`config.mk`:
```
export PLATFORM = sky130hd
export DESIGN_NAME = mips_decode_alu
export DESIGN_NICKNAME = d
export VERILOG_FILES = /design/src/rtl/mips_decode_alu_pkg.sv /design/src/rtl/mips_alu_core.sv /design/src/rtl/mips_decode_alu.sv
export SDC_FILE = /design/constraint.sdc
export NUM_CORES = 1
export LEC_CHECK = 0
export ABC_AREA = 0
export CORE_ASPECT_RATIO = 1.75
export CORE_MARGIN = 4
export CORE_UTILIZATION = 58
export CTS_CLUSTER_SIZE = 14
export DETAILED_ROUTE_END_ITERATION = 8
export PLACE_DENSITY = 0.93
export SYNTH_ARGS = -nofsm -noshare
export SYNTH_HDL_FRONTEND = slang
export SYNTH_SLANG_ARGS = --single-unit
```
`constraint.sdc`:
```
create_clock -name clk -period 7.6 [get_ports clk]
set_input_delay 1.14 -clock clk [delete_from_list [all_inputs] [get_ports clk]]
set_output_delay 1.14 -clock clk [all_outputs]
set_load 0.005 [all_outputs]
```
`src/rtl/mips_decode_alu_pkg.sv`:
```
// Shared definitions for the MIPS decode/execute slice: opcodes, funct codes,
// ALUOp encodings, ALU select codes and control-word bit positions.
package mips_pkg;

  // Primary opcodes (instruction[31:26])
  localparam logic [5:0] OP_RTYPE = 6'h00;
  localparam logic [5:0] OP_BEQ   = 6'h04;
  localparam logic [5:0] OP_ADDI  = 6'h08;
  localparam logic [5:0] OP_ANDI  = 6'h0C;
  localparam logic [5:0] OP_LH    = 6'h21;
  localparam logic [5:0] OP_LW    = 6'h23;
  localparam logic [5:0] OP_LHU   = 6'h25;
  localparam logic [5:0] OP_SW    = 6'h2B;

  // R-type funct codes (instruction[5:0])
  localparam logic [5:0] FN_ADD  = 6'h20;
  localparam logic [5:0] FN_ADDU = 6'h21;
  localparam logic [5:0] FN_SUB  = 6'h22;
  localparam logic [5:0] FN_SUBU = 6'h23;
  localparam logic [5:0] FN_AND  = 6'h24;
  localparam logic [5:0] FN_OR   = 6'h25;
  localparam logic [5:0] FN_XOR  = 6'h26;
  localparam logic [5:0] FN_NOR  = 6'h27;
  localparam logic [5:0] FN_SLT  = 6'h2A;
  localparam logic [5:0] FN_SLTU = 6'h2B;

  // ALUOp field carried from ID to EX
  localparam logic [1:0] ALUOP_ADD   = 2'b00;
  localparam logic [1:0] ALUOP_SUB   = 2'b01;
  localparam logic [1:0] ALUOP_FUNCT = 2'b10;
  localparam logic [1:0] ALUOP_AND   = 2'b11;

  // ALU operation select; all eight codes are assigned so no code is undefined
  localparam logic [2:0] ALU_AND  = 3'b000;
  localparam logic [2:0] ALU_OR   = 3'b001;
  localparam logic [2:0] ALU_ADD  = 3'b010;
  localparam logic [2:0] ALU_XOR  = 3'b011;
  localparam logic [2:0] ALU_NOR  = 3'b100;
  localparam logic [2:0] ALU_SLTU = 3'b101;
  localparam logic [2:0] ALU_SUB  = 3'b110;
  localparam logic [2:0] ALU_SLT  = 3'b111;

  // Control-word bit positions
  localparam int CTL_REG_DST   = 8;
  localparam int CTL_ALU_SRC   = 7;
  localparam int CTL_MEM_TO_REG = 6;
  localparam int CTL_REG_WRITE = 5;
  localparam int CTL_MEM_READ  = 4;
  localparam int CTL_MEM_WRITE = 3;
  localparam int CTL_BRANCH    = 2;
  localparam int CTL_ALU_OP_HI = 1;
  localparam int CTL_ALU_OP_LO = 0;

  // Assemble a control word from its named fields
  function automatic logic [8:0] ctl_word(
    input logic       reg_dst,
    input logic       alu_src,
    input logic       mem_to_reg,
    input logic       reg_write,
    input logic       mem_read,
    input logic       mem_write,
    input logic       branch,
    input logic [1:0] alu_op
  );
    logic [8:0] w;
    w                              = 9'h000;
    w[CTL_REG_DST]                 = reg_dst;
    w[CTL_ALU_SRC]                 = alu_src;
    w[CTL_MEM_TO_REG]              = mem_to_reg;
    w[CTL_REG_WRITE]               = reg_write;
    w[CTL_MEM_READ]                = mem_read;
    w[CTL_MEM_WRITE]               = mem_write;
    w[CTL_BRANCH]                  = branch;
    w[CTL_ALU_OP_HI:CTL_ALU_OP_LO] = alu_op;
    return w;
  endfunction

endpackage

```
`src/rtl/mips_alu_core.sv`:
```
// Pure combinational ALU with zero flag. ADD/SUB wrap; SLT is signed,
// SLTU unsigned, both producing a zero-extended 0/1.
module mips_alu_core
  import mips_pkg::*;
#(
  parameter int WIDTH = 32
) (
  input  logic [WIDTH-1:0] a,
  input  logic [WIDTH-1:0] b,
  input  logic [2:0]       select,
  output logic [WIDTH-1:0] result,
  output logic             zero
);

  logic [WIDTH-1:0] result_s;

  // Operation mux; every select code maps to a defined result
  always_comb begin
    result_s = {WIDTH{1'b0}};
    case (select)
      ALU_AND:  result_s = a & b;
      ALU_OR:   result_s = a | b;
      ALU_ADD:  result_s = a + b;
      ALU_XOR:  result_s = a ^ b;
      ALU_NOR:  result_s = ~(a | b);
      ALU_SLTU: result_s = {{(WIDTH-1){1'b0}}, (a < b)};
      ALU_SUB:  result_s = a - b;
      ALU_SLT:  result_s = {{(WIDTH-1){1'b0}}, ($signed(a) < $signed(b))};
      default:  result_s = a + b;
    endcase
  end

  assign result = result_s;
  assign zero   = (result_s == {WIDTH{1'b0}});

endmodule

```
`src/rtl/mips_decode_alu.sv`:
```
// ID-stage main control decode, EX-stage ALU control and ALU, with the ALU
// result and zero flag also captured for the EX/MEM pipeline register.
module mips_decode_alu
  import mips_pkg::*;
#(
  parameter int WIDTH = 32
) (
  input  logic             clk,
  input  logic             rst_n,
  input  logic             en,
  input  logic [5:0]       id_opcode,
  input  logic [1:0]       ex_alu_op,
  input  logic [5:0]       ex_funct,
  input  logic [WIDTH-1:0] alu_a,
  input  logic [WIDTH-1:0] alu_b,
  output logic [8:0]       id_control,
  output logic             id_half,
  output logic             id_half_unsigned,
  output logic [2:0]       alu_select,
  output logic [WIDTH-1:0] alu_out,
  output logic             alu_zero,
  output logic [WIDTH-1:0] alu_out_q,
  output logic             alu_zero_q
);

  logic [8:0]       control_s;
  logic             half_s;
  logic             half_unsigned_s;
  logic [2:0]       select_s;
  logic [WIDTH-1:0] alu_out_s;
  logic             alu_zero_s;
  logic [WIDTH-1:0] alu_out_r;
  logic             alu_zero_r;

  // Main control decode; unknown opcodes become a NOP with no writes
  always_comb begin
    control_s       = 9'h000;
    half_s          = 1'b0;
    half_unsigned_s = 1'b0;
    case (id_opcode)
      OP_RTYPE: control_s = ctl_word(1'b1, 1'b0, 1'b0, 1'b1, 1'b0, 1'b0, 1'b0, ALUOP_FUNCT);
      OP_ADDI:  control_s = ctl_word(1'b0, 1'b1, 1'b0, 1'b1, 1'b0, 1'b0, 1'b0, ALUOP_ADD);
      OP_ANDI:  control_s = ctl_word(1'b0, 1'b1, 1'b0, 1'b1, 1'b0, 1'b0, 1'b0, ALUOP_AND);
      OP_LW:    control_s = ctl_word(1'b0, 1'b1, 1'b1, 1'b1, 1'b1, 1'b0, 1'b0, ALUOP_ADD);
      OP_LH: begin
        control_s = ctl_word(1'b0, 1'b1, 1'b1, 1'b1, 1'b1, 1'b0, 1'b0, ALUOP_ADD);
        half_s    = 1'b1;
      end
      OP_LHU: begin
        control_s       = ctl_word(1'b0, 1'b1, 1'b1, 1'b1, 1'b1, 1'b0, 1'b0, ALUOP_ADD);
        half_s          = 1'b1;
        half_unsigned_s = 1'b1;
      end
      OP_SW:    control_s = ctl_word(1'b0, 1'b1, 1'b0, 1'b0, 1'b0, 1'b1, 1'b0, ALUOP_ADD);
      OP_BEQ:   control_s = ctl_word(1'b0, 1'b0, 1'b0, 1'b0, 1'b0, 1'b0, 1'b1, ALUOP_SUB);
      default:  control_s = 9'h000;
    endcase
  end

  // ALU control; R-type funct codes outside the supported set fall back to ADD
  always_comb begin
    select_s = ALU_ADD;
    case (ex_alu_op)
      ALUOP_ADD: select_s = ALU_ADD;
      ALUOP_SUB: select_s = ALU_SUB;
      ALUOP_AND: select_s = ALU_AND;
      ALUOP_FUNCT: begin
        case (ex_funct)
          FN_ADD, FN_ADDU: select_s = ALU_ADD;
          FN_SUB, FN_SUBU: select_s = ALU_SUB;
          FN_AND:          select_s = ALU_AND;
          FN_OR:           select_s = ALU_OR;
          FN_XOR:          select_s = ALU_XOR;
          FN_NOR:          select_s = ALU_NOR;
          FN_SLT:          select_s = ALU_SLT;
          FN_SLTU:         select_s = ALU_SLTU;
          default:         select_s = ALU_ADD;
        endcase
      end
      default: select_s = ALU_ADD;
    endcase
  end

  mips_alu_core #(
    .WIDTH (WIDTH)
  ) u_alu_core (
    .a      (alu_a),
    .b      (alu_b),
    .select (select_s),
    .result (alu_out_s),
    .zero   (alu_zero_s)
  );

  // EX/MEM capture of the ALU result; holds while the pipeline is stalled
  always_ff @(posedge clk or negedge rst_n) begin
    if (!rst_n) begin
      alu_out_r  <= {WIDTH{1'b0}};
      alu_zero_r <= 1'b0;
    end else if (en) begin
      alu_out_r  <= alu_out_s;
      alu_zero_r <= alu_zero_s;
    end else begin
      alu_out_r  <= alu_out_r;
      alu_zero_r <= alu_zero_r;
    end
  end

  assign id_control       = control_s;
  assign id_half          = half_s;
  assign id_half_unsigned = half_unsigned_s;
  assign alu_select       = select_s;
  assign alu_out          = alu_out_s;
  assign alu_zero         = alu_zero_s;
  assign alu_out_q        = alu_out_r;
  assign alu_zero_q       = alu_zero_r;

endmodule

```
==> impl_metrics.csv <==
group,metric,value,unit
routing,drt-initial-drc-count,1444,
place,routabilityCongestion,1.063,
die,io_pins,161,
clock_network,root_buffer,"clkbuf_16",
routing,firstDrtPassIters,6,
sta,timing.final.crit_share,0.9707,
setup_path,crit_type,"in -> out",
power_and_ir_drop,leakagePower,0.004133,uW
place,dp_hpwl,27230,um
logic_synthesis,synth_flop_cell,"dfrtp_1",
logic_synthesis,synth_top_area_cell,"ha_1",
power_and_ir_drop,p_per_area,133.2,mW/mm2
place,dp_slack,0.3720,ns
routing,wirelength,35320,um
setup_path,cp_data_arrival_time,6.24,ns
setup_path,crit_path_max_incr_delay,0.60,ns
logic_synthesis,synthXorXnorAreaFrac,0.02372,
logic_synthesis,synth_top_area_share,0.1581,
global_route,grt_max_degree,36,
logic_synthesis,synth-seq-cells,33,
die,die_area,0.01536,mm2
logic_synthesis,ys_top_cells_by_count,"112 x nor2_1, 98 x a21oi_1, 98 x ha_1, 98 x inv_1, 75 x nand2_1",
setup_path,path_max_fanout,4,
clock_network,cts_buffer_depth,2,
setup_path,cp-start-kind,"primary input",
logic_synthesis,synth_edf_count,0,
sta,slew_headroom,0.2392,
logic_synthesis,postSynth.asyncResetShare,1.000,
clock_network,cts_setup_buffers,0,
logic_synthesis,synth_most_common_cell,"nor2_1",
logic_synthesis,synth.cell_area,0.007755,mm2
clock_network,htreeDepth,2,
outcome,outcome,"finished, final reports clean",
global_route,grt-ovfl-total,0,
logic_synthesis,post_synth.cell_area_avg,7.089,um2
sta,finalWorstSetupSlack,0.2226,ns
logic_synthesis,synth_cell_types,90,
sta,rsz0062_at_grt,"false",
die,die_w,95.41,um
global_route,groute.usage.overall,0.4505,
routing,viasPerCell,7.158,
logic_synthesis,synth.area.top_cells,"ha_1 16%, dfrtp_1 11%, a21oi_1 6.3%",
sta,fin_skew,0,ns
die,core-area,0.01301,mm2
setup_path,rrSetupSlack,6.74,ns
clock_network,cts_sinks,33,
sta,hold_violations,0,
global_route,first_global_vias,9824,
routing,route.detailed.drc,0,
routing,wire_per_inst,25.34,um
global_route,antenna_found_initial,0,
min_path,hp-class,"reg -> reg",
logic_synthesis,synth_mux_area_frac,0.05792,
routing,antenna_left,0,
layout,antenna_cells,0,
logic_synthesis,synth_top_family_by_area,"compound AO/OA/AOI/OAI gates",
setup_path,path_cells,"clkdlybuf4s50_1, inv_1, ha_1, fa_1, nor2_1, o311ai_2, a2111oi_2, o21ai_1, o21ai_0, xnor2_1, nor2_1, o32a_1, a2111oi_0, and3_1, and2_1, clkdlybuf4s50_1",
place,io_buffers,160,
layout,final_util,0.7392,
die,row_count,55,
die,start_util,0.5962,
clock_network,cts_tree,"done",
setup_path,cp-end-kind,"output port",
layout,drive_gt1_frac,0.08013,
global_route,grt_first_pass_wirelength,53330,um
logic_synthesis,synthAdderAreaFrac,0.1633,
routing,vias,9978,
logic_synthesis,synth_compound_area_frac,0.3398,
sta,final.setup.tns,0,ns
setup_path,required,6.46,ns
sta,hold_ws,0.5055,ns
logic_synthesis,synth-simple-area-share,0.2259,
layout,design_area,0.009614,mm2
die,die_h,161.0,um
logic_synthesis,yosysWarningCount,0,
logic_synthesis,synthCells,1094,
power_and_ir_drop,peakVddDrop,0.1703,mV
layout,filler_cell_count,1007,
sta,worst_pin_slew,1.141,ns
sta,finalSetupViolations,0,
layout,synthToLayoutAreaGrowth,23.98,%
clock_network,clkTransAtPathRegs,0.05,ns
logic_synthesis,synth_seq_area_share,0.1065,
logic_synthesis,syn_nets,1275,
place,dpl-instance-area,0.009475,mm2
sta,min_period,7.377,ns
setup_path,slowest_stage,"a2111oi_2",
clock_network,clock_latency,0.28,ns
sta,fmax,0.1356,GHz
sta,slew_viol_final,0,
run,maxCapViolations,0,
clock_network,cts_buffers,5,
layout,nets,1403,
[power breakdown]
part / total (uW) / switching (uW) / internal [uW]
clock: 200 / 79.6 / 120
sequential: 237 / 23.6 / 214
combinational: 844 / 474 / 369
total: 1280 / 577 / 703
[registers in the layout (all words and copies together) (netlist names)]
| name | count |
|---|---|
| alu_out_q | 32 |
| alu_zero_q | 1 |
[cell families (layout without fill, tap and decap cells)]
kind of cell / Yosys count / after routing
multiplexers: 41 / 41
AO/OA/AOI/OAI: 382 / 382
adder cells (fa/ha/maj): 100 / 100
flip-flops: 33 / 33
XOR/XNOR: 21 / 21
buffers and inverters: 162 / 291
AND/OR/NAND/NOR: 355 / 355
[through the flow]
step,instances,power [uW]
CTS,1394,1243
floorplan,1094,667.1
global route,1394,1336
global placement,1386,1024
finish,1394,1281
detailed placement,1386,1043
[timing repair]
action,CTS,global route
hold buffers,0,0
gates resized for setup,0,1
setup endpoints to repair,0,1
[routing by layer]
layer  global-route usage  vias to the layer above  part of all wire
met5                    0                        -                 0
met4               0.3925                        0              0.12
met3               0.1054                      322              0.10
met2               0.7601                      871              0.48
met1               0.4461                     4486              0.30
li1                     -                     4299                 -
[layout by cell type (no fill, tap or decap), types with 27 or more instances in the layout]
cell type        count
nand2_1             75
nor3_1              28
mux2_2              31
o21ai_0             59
ha_1                98
nor2_1             112
a21oi_1             98
dfrtp_1             33
clkdlybuf4s50_1    160
a31oi_1             27
inv_1               98
[critical path: cells and delay by family]
| family | cells | cell delay, ns |
|---|---|---|
| AOI/OAI and AO/OA | 6 | 2.49 |
| xor gates and xnor gates | 1 | 0.17 |
| adders and majority gates | 2 | 0.63 |
| and+or+nand+nor | 4 | 0.71 |
| buffers and inverters | 3 | 1.09 |
[path summary, 6_finish.rpt]
kind                                    start  cells after the start            end
worst max-delay path                 alu_a[0]                     16       alu_zero
max in group asynchronous               rst_n                      2  alu_out_q[20]
min in group asynchronous               rst_n                      2   alu_out_q[5]
worst min register to register  alu_out_q[12]                      1  alu_out_q[12]
worst min-delay path            alu_out_q[12]                      1  alu_out_q[12]
worst max register to register     alu_zero_q                      2     alu_zero_q
[area by class of cell]
cell class	count	area, um2	area share
clock buffer	6	128.9	0.01340
multi-input combinational	899	6290	0.6542
timing repair buffer	182	1767	0.1838
clock inverter	2	10.01	0.001041
sequential	33	825.8	0.08589
inverter	101	379.1	0.03943
tap	171	214.0	0.02225
Power figures use the tool's default switching activity.
